<file path="src/rtl/risc16_pkg.sv">
// RiSC-16 control package: opcodes, FSM states and
// datapath control encodings shared by the control unit.
package risc16_pkg;

  localparam logic [2:0] OP_ADD  = 3'b000;
  localparam logic [2:0] OP_ADDI = 3'b001;
  localparam logic [2:0] OP_NAND = 3'b010;
  localparam logic [2:0] OP_LUI  = 3'b011;
  localparam logic [2:0] OP_SW   = 3'b100;
  localparam logic [2:0] OP_LW   = 3'b101;
  localparam logic [2:0] OP_BEQ  = 3'b110;
  localparam logic [2:0] OP_JALR = 3'b111;

  typedef enum logic [2:0] {
    S_FETCH,
    S_DECODE,
    S_EXEC,
    S_MEM,
    S_HALT
  } state_t;

  localparam logic [1:0] TGT_MEM = 2'b00;
  localparam logic [1:0] TGT_ALU = 2'b01;
  localparam logic [1:0] TGT_PC1 = 2'b10;

  localparam logic [1:0] PC_INC = 2'b00;
  localparam logic [1:0] PC_BR  = 2'b01;
  localparam logic [1:0] PC_REG = 2'b10;

  localparam logic [1:0] ALU_ADD  = 2'b00;
  localparam logic [1:0] ALU_NAND = 2'b01;
  localparam logic [1:0] ALU_PASS = 2'b10;

  typedef struct packed {
    logic       mux_rf;
    logic       mux_alu1;
    logic       mux_alu2;
    logic [1:0] func_alu;
    logic [1:0] mux_tgt;
    logic       wr_rf;
    logic       is_mem;
    logic       is_sw;
    logic       is_beq;
    logic       is_jalr;
    logic       jalr_halt;
  } ctrl_t;

endpackage

</file>
<file path="src/rtl/risc16_ctrl_decode.sv">
// Opcode to control-vector decode for the RiSC-16
// multi-cycle control unit.
module risc16_ctrl_decode
  import risc16_pkg::*;
#(
  parameter bit HALT_ON_JALR_IMM = 1'b1
) (
  input  logic [2:0] op,
  input  logic [6:0] imm7,
  output ctrl_t      ctrl
);

  always_comb begin
    ctrl = '0;
    unique case (1'b1)
      (op == OP_ADD): begin
        ctrl.func_alu = ALU_ADD;
        ctrl.mux_tgt  = TGT_ALU;
        ctrl.wr_rf    = 1'b1;
      end
      (op == OP_ADDI): begin
        ctrl.mux_alu2 = 1'b1;
        ctrl.func_alu = ALU_ADD;
        ctrl.mux_tgt  = TGT_ALU;
        ctrl.wr_rf    = 1'b1;
      end
      (op == OP_NAND): begin
        ctrl.func_alu = ALU_NAND;
        ctrl.mux_tgt  = TGT_ALU;
        ctrl.wr_rf    = 1'b1;
      end
      (op == OP_LUI): begin
        ctrl.mux_alu1 = 1'b1;
        ctrl.func_alu = ALU_PASS;
        ctrl.mux_tgt  = TGT_ALU;
        ctrl.wr_rf    = 1'b1;
      end
      (op == OP_SW): begin
        ctrl.mux_rf   = 1'b1;
        ctrl.mux_alu2 = 1'b1;
        ctrl.func_alu = ALU_ADD;
        ctrl.is_mem   = 1'b1;
        ctrl.is_sw    = 1'b1;
      end
      (op == OP_LW): begin
        ctrl.mux_alu2 = 1'b1;
        ctrl.func_alu = ALU_ADD;
        ctrl.mux_tgt  = TGT_MEM;
        ctrl.is_mem   = 1'b1;
      end
      (op == OP_BEQ): begin
        ctrl.mux_rf = 1'b1;
        ctrl.is_beq = 1'b1;
      end
      (op == OP_JALR): begin
        ctrl.mux_tgt   = TGT_PC1;
        ctrl.wr_rf     = 1'b1;
        ctrl.is_jalr   = 1'b1;
        ctrl.jalr_halt = HALT_ON_JALR_IMM && (imm7 != 7'd0);
      end
      default: ctrl = '0;
    endcase
  end

endmodule

</file>
<file path="src/rtl/risc16_control_fsm.sv">
// RiSC-16 multi-cycle control unit: fetch/decode/exec/mem
// sequencing with a req/ready memory port and watchdog.
module risc16_control_fsm
  import risc16_pkg::*;
#(
  parameter int unsigned MEM_TIMEOUT      = 0,
  parameter bit          HALT_ON_JALR_IMM = 1'b1
) (
  input  logic        clk,
  input  logic        rst_n,
  input  logic [15:0] instr,
  input  logic        alu_eq,
  input  logic        mem_ready,
  output logic        mem_req,
  output logic        mem_we,
  output logic        MUX_addr,
  output logic        WE_ir,
  output logic        WE_pc,
  output logic [1:0]  MUX_pc,
  output logic        MUX_rf,
  output logic [1:0]  MUX_tgt,
  output logic        WE_rf,
  output logic [1:0]  FUNC_alu,
  output logic        MUX_alu1,
  output logic        MUX_alu2,
  output logic        halted,
  output logic        bus_error
);

  localparam int CW =
    (MEM_TIMEOUT > 1) ? $clog2(MEM_TIMEOUT) : 1;
  localparam logic [CW-1:0] WD_LAST = CW'(MEM_TIMEOUT - 1);

  state_t        state, state_n;
  ctrl_t         ctrl;
  logic [CW-1:0] wd_cnt;
  logic          wd_hit;
  logic          wd_clr;
  logic          err_set;
  logic          unused_bits;

  assign unused_bits = ^instr[12:7];

  risc16_ctrl_decode #(
    .HALT_ON_JALR_IMM(HALT_ON_JALR_IMM)
  ) u_dec (
    .op  (instr[15:13]),
    .imm7(instr[6:0]),
    .ctrl(ctrl)
  );

  assign wd_hit = (MEM_TIMEOUT != 0) && (wd_cnt == WD_LAST);
  assign wd_clr = (state_n != state) &&
                  (state_n == S_FETCH || state_n == S_MEM);

  always_ff @(posedge clk or negedge rst_n) begin
    if (!rst_n) begin
      state     <= S_FETCH;
      wd_cnt    <= '0;
      bus_error <= 1'b0;
    end else begin
      state <= state_n;
      if (err_set)
        bus_error <= 1'b1;
      if (wd_clr)
        wd_cnt <= '0;
      else if (mem_req && !mem_ready)
        wd_cnt <= wd_cnt + 1'b1;
    end
  end

  // Everything is gated by rst_n so strobes drop the
  // instant reset asserts, even mid-access.
  always_comb begin
    state_n  = state;
    err_set  = 1'b0;
    mem_req  = 1'b0;
    mem_we   = 1'b0;
    MUX_addr = 1'b0;
    WE_ir    = 1'b0;
    WE_pc    = 1'b0;
    MUX_pc   = PC_INC;
    MUX_rf   = 1'b0;
    MUX_tgt  = TGT_MEM;
    WE_rf    = 1'b0;
    FUNC_alu = ALU_ADD;
    MUX_alu1 = 1'b0;
    MUX_alu2 = 1'b0;
    halted   = 1'b0;
    if (rst_n) begin
      if (state inside {S_DECODE, S_EXEC, S_MEM}) begin
        MUX_rf   = ctrl.mux_rf;
        MUX_alu1 = ctrl.mux_alu1;
        MUX_alu2 = ctrl.mux_alu2;
        FUNC_alu = ctrl.func_alu;
      end
      unique case (state)
        S_FETCH: begin
          mem_req = 1'b1;
          if (mem_ready) begin
            WE_ir   = 1'b1;
            state_n = S_DECODE;
          end else if (wd_hit) begin
            err_set = 1'b1;
            state_n = S_HALT;
          end
        end
        S_DECODE: begin
          state_n = ctrl.jalr_halt ? S_HALT : S_EXEC;
        end
        S_EXEC: begin
          if (ctrl.is_mem) begin
            state_n = S_MEM;
          end else begin
            WE_rf   = ctrl.wr_rf;
            MUX_tgt = ctrl.mux_tgt;
            WE_pc   = 1'b1;
            if (ctrl.is_jalr)
              MUX_pc = PC_REG;
            else if (ctrl.is_beq && alu_eq)
              MUX_pc = PC_BR;
            else
              MUX_pc = PC_INC;
            state_n = S_FETCH;
          end
        end
        S_MEM: begin
          mem_req  = 1'b1;
          MUX_addr = 1'b1;
          mem_we   = ctrl.is_sw;
          if (mem_ready) begin
            WE_pc   = 1'b1;
            MUX_pc  = PC_INC;
            WE_rf   = !ctrl.is_sw;
            MUX_tgt = TGT_MEM;
            state_n = S_FETCH;
          end else if (wd_hit) begin
            err_set = 1'b1;
            state_n = S_HALT;
          end
        end
        S_HALT: begin
          halted = 1'b1;
        end
        default: state_n = S_FETCH;
      endcase
    end
  end

endmodule

</file>
<file path="config.mk">
export PLATFORM = sky130hd
export DESIGN_NAME = risc16_control_fsm
export DESIGN_NICKNAME = d
export VERILOG_FILES = /design/src/rtl/risc16_pkg.sv /design/src/rtl/risc16_ctrl_decode.sv /design/src/rtl/risc16_control_fsm.sv
export SDC_FILE = /design/constraint.sdc
export NUM_CORES = 1
export LEC_CHECK = 0
export BUFFER_PORTS_ARGS = -buffer_cell sky130_fd_sc_hd__buf_4
export CAP_MARGIN = 20
export CORE_AREA = 2 2 39 41
export CTS_CLUSTER_SIZE = 30
export DETAILED_ROUTE_END_ITERATION = 10
export DIE_AREA = 0 0 41 43
export MAX_ROUTING_LAYER = met4
export PLACE_DENSITY_LB_ADDON = 0.12
export SETUP_SLACK_MARGIN = 0.15
export SLEW_MARGIN = 5
export SYNTH_ARGS = -nofsm -noshare
export SYNTH_HDL_FRONTEND = slang
export SYNTH_SLANG_ARGS = --single-unit
export TNS_END_PERCENT = 50
</file>
<file path="constraint.sdc">
create_clock -name clk -period 1.6 [get_ports clk]
set_clock_uncertainty 0.15 [all_clocks]
set_input_delay 0.08 -clock clk [delete_from_list [all_inputs] [get_ports clk]]
set_output_delay 0.08 -clock clk [all_outputs]
set_load 0.02 [all_outputs]
</file>
**Word level (Yosys, flattened, before mapping)**

Cells that the tools add are included.

- Equal/unequal tests: 13
- Muxes and demuxes: 49
- Bitwise operators: 1
- Reductions and logical operators: 13

Operators by type and width:

| operator | number |
|---|---|
| 1-bit 2-to-1 mux | 30 |
| 2-bit 2-to-1 mux | 11 |
| 3-bit == test (second input constant) | 5 |
| 3-bit one-hot mux with 5 select lines | 1 |
| 3-bit by 2-bit == test with 1-bit output (second input constant) | 4 |
| 3-bit 2-to-1 mux | 3 |
| 2-bit one-hot mux with 2 select lines | 2 |
| 7-bit nonzero test | 1 |
| 3-bit by 1-bit == test with 1-bit output (second input constant) | 2 |
| 3-bit logical NOT | 2 |
| 2-bit OR reduction | 3 |
| 5-bit OR reduction | 1 |
| 2-bit != test (second input constant) | 2 |
| 1-bit one-hot mux with 2 select lines | 2 |
| 4-bit AND reduction | 1 |
| 4-bit OR reduction | 1 |
| 3-bit nonzero test | 1 |
| 3-bit OR reduction | 1 |
| 1-bit logical AND | 1 |
| 1-bit logical NOT | 1 |
| 1-bit inverter | 1 |

- Register bits: 3
- Input port bits: 20
- Output and inout port bits: 17
- Logic and storage cells: 77

**Depth between registers and ports, before layout**

- Depth after elaboration: 8
- Mapped depth: 4
- Gate-level depth less buffers: 3

**Hierarchy**

From an unflattened synthesis, not the netlist that was laid out.

- Cell total of the unflattened synthesis: 65
- Area, all modules: 460.4 µm²

Modules (own cells, without submodules):

| module | times used | cells an instance | area an instance (µm²) | seq. area each (µm²) |
|---|---|---|---|---|
| risc16_control_fsm | 1 | 48 | 366.6 | 75.1 |
| risc16_ctrl_decode | 1 | 17 | 93.8 | 0.0 |

**Worst setup path after synthesis**

OpenSTA, ideal clock, no wires.

- Kind: register to output
- Start point: reg state[0]
- End point: out MUX_tgt[1]
- Arrival: 1.481 ns
- Data required time: 1.370 ns
- Setup slack: -0.111 ns
- Cell stages (with the launch flop): 5
- Path buffers: 2
- Cell sequence: dfrtp_1 -> buf_2 -> nand2b_1 -> nor3_1 -> buf_4

- Cells in the longest elaborated chain, start to end: 3

RTL lines:

| what | RTL line | source |
|---|---|---|
| start, declared | risc16_control_fsm.sv:34 | `state_t state, state_n;` |
| start signal, assigned | risc16_control_fsm.sv:62 | `state <= state_n;` |
| 3-bit by 2-bit == test with 1-bit output | risc16_control_fsm.sv:97 | `unique case (state)` |
| 2-bit 2-to-1 mux | n/a |  |
| 2-bit 2-to-1 mux | risc16_control_fsm.sv:90 | `if (rst_n) begin` |
| end, declared | risc16_control_fsm.sv:21 | `output logic [1:0] MUX_tgt,` |

No other way between the ends.

**Worst setup path in the final report**

- Start point: reg state[2]
- End point: out WE_rf

- Cells in the longest elaborated chain, start to end: 3
- Elaborated cells on any way between the ends: 4
- Classes of those cells: 2 x eq/ne; 2 x mux

RTL lines:

| what | RTL line | source |
|---|---|---|
| 3-bit by 2-bit == test with 1-bit output | risc16_control_fsm.sv:97 |  |
| 1-bit one-hot mux with 2 select lines * | risc16_control_fsm.sv:97 |  |
| 1-bit 2-to-1 mux * | risc16_control_fsm.sv:90 |  |
| end, declared | risc16_control_fsm.sv:22 | `output logic WE_rf,` |

Every way passes the cells marked *; elsewhere a longest branch is shown, timed or not.

==> flow_metrics.py <==
metrics = {
    "power": {
        "internal_power_uw": 483,
        "seqPwrFrac": 0.188,
        "p_leak_nw": 0.377,
        "total_power_uw": 855,
        "pwr-share-comb": 0.652,
        "netSwitchingPower_uw": 372,
        "power_density_nw_per_um2": 1120,
        "p_sw_frac": 0.435,
        "p_clk_frac": 0.160,
        "vdd_drop_max_mv": 0.620,
    },
    "finish": {
        "reg_top3": "state x3",
        "largest_reg_flops": 3,
        "final_cells": 111,
        "diodes": 0,
        "finalNetCount": 116,
        "regMostFlops": "state",
        "seqCellArea_sq_um": 77.6,
        "multiInputGateArea_sq_um": 333,
        "fill_cells": 137,
        "area_growth_pct": 83.2,
        "layout-drive-gt1-share": 0.600,
    },
    "logic_synthesis": {
        "synth_xor_area_frac": 0,
        "synth_compound_area_frac": 0.180,
        "synth.mux.area_fraction": 0.0599,
        "syn-num-nets": 77,
        "syn_avg_cell_area_sq_um": 7.33,
        "synth.distinct_cells": 28,
        "synthTopCellsByCount": "8 x nor2_1, 6 x nor3_1, 5 x nand2_1, 5 x nand2b_1, 4 x buf_4",
        "synth_edf_count": 0,
        "synth_top_family_by_area": "simple AND/OR/NAND/NOR gates",
        "yosysWarningCount": 0,
        "synth_area_leaders": "dfrtp_1 18%, nand2b_1 7.5%, nor3_1 7.2%",
        "yosysMostFrequentCell": "nor2_1",
        "synth-simple-area-share": 0.464,
        "dominantRegCellSynth": "dfrtp_1",
        "synth_top_area_cell": "dfrtp_1",
        "synth_area_sq_um": 418,
        "synth-async-reset-ratio": 1.00,
        "netlist_instances": 57,
        "synth_top_area_share": 0.180,
        "synth-seq-cells": 3,
        "yosysSeqAreaShare": 0.180,
        "synthAdderAreaFrac": 0,
    },
    "clocking": {
        "clock_latency_ps": 240,
        "clockBufferDepth": 2,
        "clk_pin_slew_ps": 30,
        "clk_root_buffer_cell": "clkbuf_4",
        "htreeDepth": 1,
        "numCtsBuffers": 3,
        "cts_tree": "done",
        "cts.sinks": 3,
    },
    "die": {
        "ios": 37,
        "rows": 14,
        "die_y_um": 43,
        "core_sq_um": 1380,
        "fp.dieW_um": 41,
        "initial_core_util": 0.302,
        "dieArea_sq_um": 1760,
    },
    "run_status": {
        "violations": "setup timing",
        "outcome": "complete, but fails checks",
    },
    "setup_path": {
        "crit_required_ps": 1370,
        "cp_max_fo": 4,
        "critPathLaunchType": "flop",
        "cp.arrival_ps": 1380,
        "cp-end-kind": "primary output",
        "path_class": "flop to primary output",
    },
    "routing": {
        "dr.max_layer_used": "met3",
        "wl_met2_um": 684,
        "remaining_drc_errors": 0,
        "vias_per_cell": 4.86,
        "dr.pass1.iters": 2,
        "wl_met1_um": 503,
        "route.met3.wl_um": 78,
        "final_antenna_net_count": 0,
        "vias": 540,
        "wire_per_inst_um": 11.4,
        "wirelength_um": 1270,
        "drtIter0Drc": 4,
    },
    "global_route": {
        "grt_max_degree": 9,
        "antenna_found_initial": 0,
        "grt_pass1_vias": 499,
        "grt.total_usage": 0.181,
        "grt_overflow": 0,
        "grt_pass1_wl_um": 2110,
    },
    "sta": {
        "layout_min_cycle_time_ps": 1610,
        "whs_ps": 53.1,
        "fin_setup_tns_ps": -7.64,
        "grt_setup_unrepaired": "yes",
        "setup_slack_ps": -7.64,
        "hold_viol": 0,
        "setup_violations": 1,
        "final-max-slew-violation-count": 0,
        "fmax_ghz": 0.622,
        "finalCritPeriodShare": 1.00,
    },
    "worst_hold_path": {
        "hold_class": "input pin to flop",
    },
    "placement": {
        "port_buffers": 29,
        "dp_cells": 99,
        "place_ws_ps": 145,
        "hpwl_um": 902,
        "place.gp.congestion": 0.766,
    },
    "run": {
        "drv_cap": 0,
    },
}
cell families after synthesis:
group,after synthesis
and+or+nand+nor,35
AOI/OAI and AO/OA,9
buffers and inverters,7
DFF,3
muxes,2
other,1
critical path, cell delays in order (launching register included):
cell and delay (ps):
dfrtp_1 400, nand3b_1 230, buf_4 180, a221oi_2 160, buf_4 180
placed cells by master (no fill, tap or decap):
cell type,netlist,layout
inv_4,1,1
nor2_1,8,7
buf_6,0,1
conb_1,1,1
dfrtp_1,3,1
a22o_1,1,1
mux2i_1,1,1
inv_1,1,1
nor3_1,6,4
clkbuf_4,0,3
a21o_1,1,1
dlygate4sd3_1,0,1
nor3_2,0,2
dfrtp_2,0,2
nand2_1,5,5
buf_4,4,37
nand3_1,1,1
clkbuf_1,0,1
o21ai_2,0,1
nor2b_1,2,2
o221ai_2,1,1
nor4_2,1,3
a32o_2,1,1
nand2b_4,1,1
and2b_1,1,1
a221oi_2,0,1
mux2_4,1,1
nand3b_1,1,1
nor2_2,0,1
and3_1,2,2
a21oi_2,1,1
nand2b_1,5,5
o21ai_0,2,2
worst paths after layout:
path                       slack (ps)  endpoint  cells after the start  startpoint
setup / recovery                   -8     WE_rf                      4    state[2]
hold / removal                     50  state[2]                      3       rst_n
setup reg to reg                  210  state[1]                      4    state[0]
hold reg to reg                   510  state[2]                      2    state[2]
max in group asynchronous        1040  state[1]                      2       rst_n
min in group asynchronous          90  state[0]                      2       rst_n
power groups by stage:
stage          clock network, mW  registers [mW]  logic, mW
6_report                   0.137           0.161      0.557
4_1_cts                    0.138           0.160      0.540
3_5_place_dp                   0           0.164      0.438
3_3_place_gp                   0           0.165      0.431
2_1_floorplan                  0           0.110      0.347
5_1_grt                    0.158           0.167      0.602
per-layer routing:
layer	vias up	global-route usage
met5	-	-
met4	0	0.0400
met3	0	0.0628
met2	19	0.291
met1	248	0.210
li1	273	-
stage by stage:
stage	utilization	instance area, sq um
after global placement	0.472	653
final	0.553	766
after detailed placement	0.472	653
after CTS	0.543	752
after floorplan	-	435
after global routing	0.553	766
area by class of cell:
cell class | count | area share
inverters | 2 | 0.0131
flip-flops and latches | 3 | 0.101
well taps | 16 | 0.0261
clock buffers | 4 | 0.0343
repair buffers | 39 | 0.391
multi-input cells | 47 | 0.435
timing repair:
item                                    CTS  global route
hold buffers                              1             0
setup buffers                             6             1
resized for setup                         5             2
pin swaps                                 4             3
hold endpoints to repair                  3             0
endpoints found under the setup margin   15            16
(Power assumes the default switching activity.)
